File: config.mk
export PLATFORM = sky130hd
export DESIGN_NAME = keccak_state_io
export DESIGN_NICKNAME = d
export VERILOG_FILES = /design/src/rtl/keccak_pkg.sv /design/src/rtl/keccak_lane_counter.sv /design/src/rtl/keccak_state_io.sv
export SDC_FILE = /design/constraint.sdc
export NUM_CORES = 1
export LEC_CHECK = 0
export BUFFER_PORTS_ARGS = -buffer_cell sky130_fd_sc_hd__buf_4
export CAP_MARGIN = 20
export CORE_AREA = 2 2 105 107
export DETAILED_ROUTE_END_ITERATION = 16
export DIE_AREA = 0 0 107 109
export PLACE_DENSITY_LB_ADDON = 0.15
export SETUP_SLACK_MARGIN = 0.2
export SYNTH_ARGS = -nofsm -noshare
export SYNTH_HDL_FRONTEND = slang
export SYNTH_SLANG_ARGS = --single-unit
export TNS_END_PERCENT = 100
File: constraint.sdc
create_clock -name clk -period 3.1 [get_ports clk]
set_clock_uncertainty 0.05 [all_clocks]
set_input_delay 0.31 -clock clk [delete_from_list [all_inputs] [get_ports clk]]
set_output_delay 0.31 -clock clk [all_outputs]
set_load 0.03 [all_outputs]
File: src/rtl/keccak_pkg.sv
`default_nettype none
// ============================================================================
// Package  : keccak_pkg
// Purpose  : Shared constants and types for the Keccak state I/O stage.
//            Lane geometry (LANES, W, AW), the lane index type and the
//            state encoding of the load/drain sequencer.
// Revision : 1.0 - initial release
// ============================================================================
package keccak_pkg;

    localparam int LANES = 25;   // 5x5 lanes in the state
    localparam int W     = 64;   // lane width in bits
    localparam int AW    = 5;    // lane address width, 2^AW >= LANES

    typedef logic [AW-1:0] lane_idx_t;

    // Sequencer state encoding
    localparam logic [2:0] LOAD  = 3'd0;
    localparam logic [2:0] START = 3'd1;
    localparam logic [2:0] WAIT  = 3'd2;
    localparam logic [2:0] RADDR = 3'd3;
    localparam logic [2:0] RCAP  = 3'd4;
    localparam logic [2:0] OUT   = 3'd5;

endpackage
`default_nettype wire

File: src/rtl/keccak_lane_counter.sv
`default_nettype none
// ============================================================================
// Module   : keccak_lane_counter
// Purpose  : Lane index counter. Increments on en, returns to zero on clr
//            (clr wins), and flags the last lane index LANES-1.
// Ports    : clk, rst      - clock, asynchronous active-high reset
//            en            - advance to the next lane
//            clr           - return to lane 0
//            count [AW]    - current lane index
//            terminal      - count == LANES-1
// Revision : 1.0 - initial release
// ============================================================================
module keccak_lane_counter #(
    parameter int LANES = keccak_pkg::LANES,
    parameter int AW    = keccak_pkg::AW
) (
    input  logic          clk,
    input  logic          rst,
    input  logic          en,
    input  logic          clr,
    output logic [AW-1:0] count,
    output logic          terminal
);

    localparam logic [AW-1:0] c_lastIdx = AW'(LANES - 1);

    always_ff @(posedge clk or posedge rst) begin
        if (rst) begin
            count <= '0;
        end else if (clr) begin
            count <= '0;
        end else if (en) begin
            count <= count + AW'(1);
        end
    end

    assign terminal = (count == c_lastIdx);

endmodule
`default_nettype wire

File: src/rtl/keccak_state_io.sv
`default_nettype none
// ============================================================================
// Module   : keccak_state_io
// Purpose  : I/O stage around the Keccak permutation core. Streams 25 input
//            lanes into the shared lane memory, starts the core, waits for
//            it to finish, then reads the lanes back and streams them out.
// Ports    : clk, rst                  - clock, asynchronous active-high reset
//            in_valid/in_lane/in_ready - input lane stream
//            mem_sel                   - 1 = this block owns the lane memory
//            mem_we/mem_addr/mem_wdata - lane memory write/address port
//            mem_rdata                 - lane memory read data (1-cycle latency)
//            core_start/core_done      - permutation core handshake
//            out_valid/out_lane/out_last/out_ready - output lane stream
//            busy                      - high unless idle in LOAD at lane 0
// Revision : 1.0 - initial release
// ============================================================================
module keccak_state_io #(
    parameter int LANES = keccak_pkg::LANES,
    parameter int W     = keccak_pkg::W,
    parameter int AW    = keccak_pkg::AW
) (
    input  logic          clk,
    input  logic          rst,
    input  logic          in_valid,
    input  logic [W-1:0]  in_lane,
    output logic          in_ready,
    output logic          mem_sel,
    output logic          mem_we,
    output logic [AW-1:0] mem_addr,
    output logic [W-1:0]  mem_wdata,
    input  logic [W-1:0]  mem_rdata,
    output logic          core_start,
    input  logic          core_done,
    output logic          out_valid,
    output logic [W-1:0]  out_lane,
    output logic          out_last,
    input  logic          out_ready,
    output logic          busy
);

    import keccak_pkg::*;

    logic [2:0]    r_state;
    logic [AW-1:0] w_idx;
    logic          w_idxLast;
    logic          w_loadBeat;
    logic          w_outBeat;
    logic          w_advance;
    logic          w_coreOwns;

    // The index advances on every accepted input lane and on every output
    // handshake; at the last lane it folds back to zero for the next phase.
    assign w_loadBeat = (r_state == LOAD) && in_valid;
    assign w_outBeat  = (r_state == OUT) && out_ready;
    assign w_advance  = w_loadBeat || w_outBeat;

    keccak_lane_counter #(
        .LANES (LANES),
        .AW    (AW)
    ) u_idx (
        .clk      (clk),
        .rst      (rst),
        .en       (w_advance),
        .clr      (w_advance && w_idxLast),
        .count    (w_idx),
        .terminal (w_idxLast)
    );

    always_ff @(posedge clk or posedge rst) begin
        if (rst) begin
            r_state   <= LOAD;
            out_valid <= 1'b0;
            out_lane  <= '0;
            out_last  <= 1'b0;
        end else begin
            case (r_state)
                LOAD: begin
                    if (in_valid && w_idxLast) begin
                        r_state <= START;
                    end
                end
                START: begin
                    r_state <= WAIT;
                end
                WAIT: begin
                    if (core_done) begin
                        r_state <= RADDR;
                    end
                end
                RADDR: begin
                    r_state <= RCAP;
                end
                RCAP: begin
                    // Read data for the address issued in RADDR is valid now.
                    out_lane  <= mem_rdata;
                    out_valid <= 1'b1;
                    out_last  <= w_idxLast;
                    r_state   <= OUT;
                end
                OUT: begin
                    if (out_ready) begin
                        out_valid <= 1'b0;
                        out_last  <= 1'b0;
                        r_state   <= w_idxLast ? LOAD : RADDR;
                    end
                end
                default: begin
                    r_state <= LOAD;
                end
            endcase
        end
    end

    // The core owns the memory from the start pulse until it reports done.
    assign w_coreOwns = (r_state == START) || (r_state == WAIT);

    assign in_ready   = (r_state == LOAD);
    assign mem_sel    = !w_coreOwns;
    assign mem_we     = w_loadBeat;
    assign mem_addr   = w_coreOwns ? '0 : w_idx;
    assign mem_wdata  = w_loadBeat ? in_lane : '0;
    assign core_start = (r_state == START);
    assign busy       = !((r_state == LOAD) && (w_idx == '0));

endmodule
`default_nettype wire

======== After elaboration in Yosys (flattened, before gate mapping) ========
Index checks and enable logic that the tools add are counted.
cells by class
  $add $sub $neg .......................... 1
  equal/unequal tests ..................... 9
  mux-type cells .......................... 12
  reductions and logical operators ........ 15
operators with widths
  operator             count
  $mux 64              1
  $pmux 3 s6           1
  $mux 5               3
  $mux 3               3
  $eq 3x2->1 const B   2
  $eq 3x3->1 const B   2
  $add 5x1->5 const B  1
  $eq 5x5->1 const B   1
  $logic_and 1x1->1    5
  $logic_not 5->1      1
  $ne 2x2->1 const B   2
  $pmux 1 s2           2
  $reduce_bool 2->1    2
  $eq 3x1->1 const B   1
  $logic_not 3->1      1
  $reduce_and 3->1     1
  $logic_not 1->1      2
  $logic_or 1x1->1     2
  $mux 2               1
  $ne 2x1->1 const B   1
  $reduce_and 2->1     1
  $mux 1               1
storage, ports and cells
  flip-flop bits (word level) ............. 74
  bits of input ports ..................... 133

======== Depth between registers and ports, before layout ========
Gate-level depths: netlist of the first run.
  word-level depth ........................ 5
  gate-level depth with buffers ........... 5

======== Cells and area by module ========
From an unflattened synthesis of the first run, not the netlist that was laid out.
second synthesis, totals
  cells, all modules ...................... 277
  area, all modules ....................... 3,503.4 um^2
modules (own cells, without submodules)
  module               times used  cells an instance  area an instance (um^2)  sequential area each (um^2)
  keccak_state_io      1           250                3,196.8                  1,726.7
  keccak_lane_counter  1           27                 306.5                    125.1

======== Worst setup path after synthesis of the first run ========
No wires, ideal clock.
  path kind ............................... register to output
  from .................................... register r_state[0]
  to ...................................... output busy
  data arrival time ....................... 1.710 ns
  path slack .............................. 1.030 ns
  stages on the path, launching flop included .. 4
  buffers on the path ..................... 1
  cell sequence ........................... dfrtp_1 -> buf_6 -> nor3_1 -> nand2_1
on the way
  cells in the longest elaborated chain, start to end .. 3
ends and longest elaborated chain
  item                    RTL line                source
  start, declared         keccak_state_io.sv:43   logic [2:0] r_state;
  start signal, assigned  keccak_state_io.sv:104  r_state <= w_idxLast ? LOAD : RADDR;
  $logic_not 3->1         -
  via in_ready            keccak_state_io.sv:26   output logic in_ready,
  $logic_and 1x1->1       keccak_state_io.sv:123  assign busy = !((r_state == LOAD) && (w_idx == '0));
  $logic_not 1->1         keccak_state_io.sv:123
  end, declared           keccak_state_io.sv:38   output logic busy
The timed path passes the listed nets, and every way through them passes these cells.

======== Final worst setup path of the first run ========
  from .................................... register r_state[0]
  to ...................................... output mem_addr[2]
on the way
  cells in the longest elaborated chain, start to end .. 3
  elaborated cells on any way between the ends .. 4
ends and longest elaborated chain
  item                                      RTL line                source
  $eq 3x1->1 or $eq 3x2->1 (tied branches)  keccak_state_io.sv:115  assign w_coreOwns = (r_state == START) || (r_state == WAIT);
  $logic_or 1x1->1 *                        keccak_state_io.sv:115
  $mux 5 *                                  keccak_state_io.sv:120  assign mem_addr = w_coreOwns ? '0 : w_idx;
  end, declared                             keccak_state_io.sv:29   output logic [AW-1:0] mem_addr,
Every way passes the cells marked *; elsewhere a longest branch is shown, timed or not.

==> impl_metrics.json, run 1 <==
{
  "antenna_left": 0,
  "p_sw_w": 0.002633,
  "cts_setup_buffers": 0,
  "placedCellCount": 675,
  "critPathCaptureType": "output port",
  "leakagePower_nw": 3.002,
  "hp-class": "input pin to register",
  "die_x_um": 107,
  "vias_per_cell": 4.454,
  "core_area_sq_mm": 0.01060,
  "grt_pass1_vias": 3080,
  "fill_cells": 940,
  "antenna_found_initial": 0,
  "ir_worst_vdd_mv": 0.4158,
  "cap_violations": 0,
  "clock_latency_ns": 0.33,
  "worst-setup-path-type": "register to output port",
  "cts_sinks": 74,
  "dr.pass1.iters": 4,
  "p_comb_share_pct": 58.0,
  "fin_crit_sh_pct": 74.11,
  "fp.dieArea_sq_mm": 0.01166,
  "num_vias": 3073,
  "seq_power_share_pct": 28.5,
  "core.rowCount": 38,
  "synth.net_count": 409,
  "synthArstFlopShare_pct": 100.0,
  "synth_top_area_share_pct": 53.64,
  "required_ns": 2.74,
  "ys_seq_area_share_pct": 53.64,
  "start_kind": "register",
  "drc": 0,
  "internal_power_w": 0.003323,
  "clk_pin_slew_ns": 0.08,
  "ctsHoldBuffers": 0,
  "drive_above_1_share_pct": 65.64,
  "yosysTopAreaCell": "dfrtp_1",
  "clkPwrFrac_pct": 13.5,
  "outcome": "complete, no violations",
  "p_total_w": 0.005957,
  "yosys-top-cells-area": "dfrtp_1, mux2_2, and2_1, buf_4, o21ai_0",
  "layout_min_cycle_time_ns": 2.298,
  "setup_tns_ns": 0,
  "layoutNonFillerInstCount": 690,
  "setup_viol": 0,
  "synth_seq_cells": 74,
  "netlist_area_sq_mm": 0.003452,
  "syn_area_per_cell_sq_um": 12.60,
  "grt.overflow.total": 0,
  "wirelength_mm": 10.41,
  "grtUsageTotal_pct": 17.15,
  "synth_cell_type_count": 34,
  "netlist_instances": 274,
  "grt_first_pass_wirelength_mm": 15.19,
  "synth_flop_cell": "dfrtp_1",
  "grt_max_degree": 75,
  "layout.nets": 681,
  "path_max_fanout": 11,
  "initial_core_util_pct": 32.56,
  "yosysMostFrequentCell": "dfrtp_1",
  "fmax_ghz": 0.4352,
  "final_hold_viol_count": 0,
  "p_per_area_mw_per_mm2": 1022,
  "antenna_cells": 0,
  "cts_htree_levels": 3,
  "cts_tree": "yes",
  "cts_buffers": 9,
  "portBuffers": 272,
  "wl_per_cell_um": 15.09,
  "rsz0062_at_grt": "no",
  "clk_path_buf_depth": 2,
  "root_buffer": "clkbuf_8",
  "worst_slew_pin_slew_ns": 0.9083,
  "die_height_um": 109,
  "place.gp.congestion": 0.7890,
  "io-pin-count": 273,
  "dr.first_iter.drc_count": 101,
  "ctsResizeCount": 0,
  "yosysWarnings": 0,
  "drv_slew": 0,
  "crit_arrival_ns": 1.94,
  "max_slew_margin_pct": 39.45,
  "synth_edf_count": 0,
  "swShare_pct": 44.21,
  "dp_hpwl_mm": 8.326,
  "areaGrowthSynthToFinish_pct": 68.90,
  "synth_commonest_cells": "dfrtp_1, mux2_2, and2_1"
}
==> cells in the final DEF (no fill, tap or decap), types with 4 or more instances in the layout <==
cell and count:
and2_1 64, buf_4 275, clkbuf_8 9, dfrtp_1 74, inv_1 6, mux2_2 65, nor2_1 6, nor2b_1 4
o21ai_0 6
==> path summary, 6_finish.rpt <==
path / startpoint / to / slack [ns] / cells after the start
setup / recovery: r_state[0]$_DFFE_PP0P_ / mem_addr[2] / 0.80 / 4
hold / removal: mem_rdata[40] / out_lane[40]$_DFFE_PP0P_ / 0.14 / 2
setup reg to reg: r_state[0]$_DFFE_PP0P_ / u_idx.count[4]$_DFFE_PP0P_ / 1.29 / 4
hold reg to reg: out_valid$_DFFE_PP0P_ / out_valid$_DFFE_PP0P_ / 0.46 / 2
max in group asynchronous: rst / out_lane[30]$_DFFE_PP0P_ / 2.21 / 3
min in group asynchronous: rst / out_lane[2]$_DFFE_PP0P_ / 0.20 / 3
==> state kept, by name (all words and copies together) (netlist names) <==
register / cells
out_lane: 64
u_idx.count: 5
out_last: 1
out_valid: 1
r_state: 3
==> final cells by class <==
class	count	area [sq um]	share of cell area [%]
inverter	7	26.28	0.4506
timing repair buffer	276	2085	35.75
clock inverter	6	90.09	1.545
multi-input combinational	178	1479	25.36
clock buffer	9	123.9	2.124
sequential	74	1852	31.76
tap	140	175.2	3.004
==> critical path: stages, from the launching register on <==
cell and delay (ns):
dfrtp_1 0.59, nand2b_1 0.16, a21oi_1 0.55, nor2b_1 0.11
buf_4 0.20
==> power groups by stage <==
stage          combinational [W]  clock (W)  sequential, W
6_report                 0.00346   0.000805        0.00170
5_1_grt                  0.00364   0.000888        0.00176
4_1_cts                  0.00350   0.000842        0.00170
3_5_place_dp             0.00350          0        0.00172
3_3_place_gp             0.00346          0        0.00170
2_1_floorplan            0.00136          0        0.00249
==> cell families after synthesis <==
family                     Yosys count  share of synthesized area, %
muxes                               65                         21.20
and+or+nand+nor                     92                         17.18
adders and majority gates            2                        0.7248
DFF                                 74                         53.64
buffers and inverters               22                         3.516
AOI/OAI and AO/OA                   19                         3.734
==> layer usage <==
layer / part of all wire, % / track usage (%) / routed length, um
met1: 36 / 18.18 / 3704
met2: 55 / 32.62 / 5736
met5: 0 / 0 / 0
met3: 8.1 / 5.081 / 843
met4: 1.2 / 5.380 / 130
==> per-stage QoR <==
step | util, % | setup slack, ns | area (sq um) | hold WS [ns]
after floorplan | - | 0.8584 | 3452 | 0.4116
after global placement | 52.97 | 1.041 | 5617 | 0.4406
after detailed placement | 52.97 | 1.104 | 5617 | 0.4462
after CTS | 54.99 | 0.7208 | 5831 | 0.1215
after global routing | 54.99 | 0.5825 | 5831 | 0.1185
final | 54.99 | 0.8025 | 5831 | 0.1444
Power figures use the tool's default switching activity.
==> run 2: changes to the inputs <==
ABC_AREA = 1   (was not set)
CORE_AREA = 2 2 106 108   (was 2 2 105 107)
DIE_AREA = 0 0 108 110   (was 0 0 107 109)
clock period = 2 ns   (was 3.1 ns; I/O delays follow)
==> impl_metrics.json, run 2 <==
{
  "outcome": "complete, no violations",
  "ys_seq_area_share_pct": 46.08,
  "p_sw_w": 0.005150,
  "dr.pass1.iters": 6,
  "top_usage_layer": "met2",
  "final_hold_viol_count": 0,
  "synth.net_count": 630,
  "swShare_pct": 49.37,
  "core.rowCount": 38,
  "clock_latency_ns": 0.35,
  "layout_commonest_cell": "buf_4",
  "p_per_area_mw_per_mm2": 1415,
  "portBuffers": 272,
  "max_slew_margin_pct": 61.93,
  "leakagePower_nw": 4.077,
  "grt.overflow.total": 0,
  "worstSetupStartpoint": "r_state[1]$_DFFE_PP0P_",
  "grt_max_degree": 40,
  "fp.dieArea_sq_mm": 0.01188,
  "drv_slew": 0,
  "yosys-top-cells-area": "dfrtp_1, nand2_1, nor2_4, inv_1, buf_12",
  "synth_commonest_cells": "nand2_1, inv_1, dfrtp_1",
  "yosysTopAreaCell": "dfrtp_1",
  "vias_per_cell": 4.480,
  "synth_cell_type_count": 21,
  "fin_crit_sh_pct": 96.44,
  "wl_per_cell_um": 15.81,
  "largest-register": "out_lane",
  "placedCellCount": 896,
  "yosysMostFrequentCell": "nand2_1",
  "path_max_fanout": 11,
  "grtUsageTotal_pct": 23.38,
  "areaGrowthSynthToFinish_pct": 83.44,
  "layout_min_cycle_time_ns": 1.929,
  "drc": 0,
  "dr.first_iter.drc_count": 243,
  "rsz0062_at_grt": "yes",
  "hp-class": "input pin to register",
  "required_ns": 1.75,
  "p_comb_share_pct": 64.3,
  "syn_area_per_cell_sq_um": 8.119,
  "grt_first_pass_wirelength_mm": 21.11,
  "r2r_slack_ns": 0.39,
  "antenna_found_initial": 0,
  "fmax_ghz": 0.5185,
  "grt_pass1_vias": 4345,
  "worst-setup-path-type": "register to output port",
  "cts_htree_levels": 3,
  "fill_cells": 806,
  "core_area_sq_mm": 0.01070,
  "wirelength_mm": 15.59,
  "setup_viol": 0,
  "root_buffer": "clkbuf_8",
  "ir_worst_vdd_mv": 0.8053,
  "clk_path_buf_depth": 2,
  "clk_pin_slew_ns": 0.07,
  "yosysWarnings": 0,
  "critPathCaptureType": "output port",
  "whs_ns": 0.02083,
  "die_x_um": 108,
  "cap_violations": 0,
  "netlist_area_sq_mm": 0.004019,
  "final_cell_mix": "buf_4, nand2_1, inv_1",
  "start_kind": "register",
  "synth_flop_cell": "dfrtp_1",
  "ff2ff_path_depth": 10,
  "synth_edf_count": 0,
  "drive_above_1_share_pct": 44.80,
  "internal_power_w": 0.005281,
  "die_height_um": 110,
  "netlist_instances": 495,
  "crit_arrival_ns": 1.68,
  "fin_util_pct": 68.91,
  "cts_sinks": 74,
  "synth_seq_cells": 74,
  "cts_tree": "yes",
  "r2r-end": "u_idx.count[0]$_DFFE_PP0P_",
  "worst_slew_pin_slew_ns": 0.5698,
  "grt.met2_usage_pct": 44.25,
  "synth_top_area_share_pct": 46.08,
  "seq_power_share_pct": 25.7,
  "dp_hpwl_mm": 10.22,
  "worst_r2r_startpoint": "r_state[1]$_DFFE_PP0P_",
  "layoutNonFillerInstCount": 986,
  "clkPwrFrac_pct": 10.0,
  "num_vias": 4417,
  "antenna_left": 0,
  "cts_buffers": 9,
  "io-pin-count": 273,
  "met1_usage_pct": 22.94,
  "synthArstFlopShare_pct": 100.0,
  "initial_core_util_pct": 37.57,
  "endpoint": "mem_wdata[57]",
  "grt_use_met3_pct": 6.702,
  "place.gp.congestion": 0.8110,
  "reg_top3": "out_lane (64), u_idx.count (5), r_state (3)",
  "layout.nets": 977,
  "largest_reg_flops": 64,
  "p_total_w": 0.01043,
  "antenna_cells": 0
}
run 2: cell types whose count changed in the layout (fill, tap and decap cells not counted), moves of 4 or more:
cell	before	now
and2_1	64	0
buf_4	275	237
buf_6	0	47
dlygate4sd3_1	0	63
inv_1	6	77
inv_2	1	7
mux2_2	65	0
nand2_1	3	212
nand3_1	2	10
nor2_1	6	16
nor2_4	1	55
nor2b_1	4	0
run 2: layout make-up:
type | count | area (sq um) | area share [%]
well taps | 140 | 175.2 | 2.376
clock inverters | 2 | 12.51 | 0.1697
inverters | 85 | 322.8 | 4.379
repair buffers | 355 | 3117 | 42.28
clock buffers | 13 | 158.9 | 2.155
multi-input cells | 317 | 1733 | 23.51
flip-flops and latches | 74 | 1853 | 25.14
run 2: worst max-delay path: stages, from the launching register on:
cell and delay, ns:
dfrtp_1 0.40, inv_2 0.09, nand2_4 0.06, nor2_4 0.16, nand2_8 0.14, buf_12 0.20
nor2_4 0.09, buf_4 0.17
run 2: routing by layer:
| layer | vias to the layer above | share of wire [%] |
|---|---|---|
| met5 | - | 0 |
| met4 | 0 | 5.3 |
| met3 | 57 | 8.2 |
| met2 | 201 | 53 |
| met1 | 2053 | 33 |
| li1 | 2106 | - |
run 2: what timing repair did:
item                                    in CTS  in global routing
hold endpoints to repair                    84                  1
gates resized for setup                     34                 40
pin swaps                                    2                  2
endpoints found under the setup margin      71                 72
hold buffers                                62                  1
buffers inserted                             5                  3
cloned                                       3                  1
run 2: metrics by stage:
| stage | setup TNS (ns) | area (sq um) | setup slack [ns] |
|---|---|---|---|
| after floorplan | 0 | 4023 | 0.2806 |
| after global placement | 0 | 6145 | 0.3103 |
| after detailed placement | 0 | 6145 | 0.2792 |
| after CTS | 0 | 7169 | 0.06980 |
| after global routing | -0.06258 | 7372 | -0.03734 |
| final | 0 | 7372 | 0.07126 |
run 2: cells by family (layout without fill, tap and decap cells):
| logic type | after synthesis | in the layout | synth area share [%] |
|---|---|---|---|
| and+or+nand+nor | 304 | 305 | 38.89 |
| buffers and inverters | 105 | 455 | 12.83 |
| DFF | 74 | 74 | 46.08 |
| AOI/OAI and AO/OA | 7 | 7 | 0.9338 |
| xor gates and xnor gates | 3 | 3 | 0.6539 |
| adders and majority gates | 2 | 2 | 0.6226 |
run 2: worst min-delay path by stage:
stage	startpoint	end	slack, ns	cells past startpoint
after floorplan	mem_rdata[0]	out_lane[0]$_DFFE_PP0P_	0.26	2
after global placement	rst	out_lane[22]$_DFFE_PP0P_	0.24	2
after detailed placement	rst	out_lane[51]$_DFFE_PP0P_	0.25	2
after CTS	mem_rdata[1]	out_lane[1]$_DFFE_PP0P_	0.00003	3
after global routing	mem_rdata[1]	out_lane[1]$_DFFE_PP0P_	0.01	3
final	mem_rdata[7]	out_lane[7]$_DFFE_PP0P_	0.02	3
run 2: power by group through the flow:
stage	Sequential, W	Combinational, W	Clock (W)
5_1_grt	0.00276	0.00714	0.00114
4_1_cts	0.00267	0.00647	0.00108
3_5_place_dp	0.00268	0.00603	0
6_report	0.00268	0.00670	0.00105
3_3_place_gp	0.00266	0.00593	0
2_1_floorplan	0.00394	0.00262	0
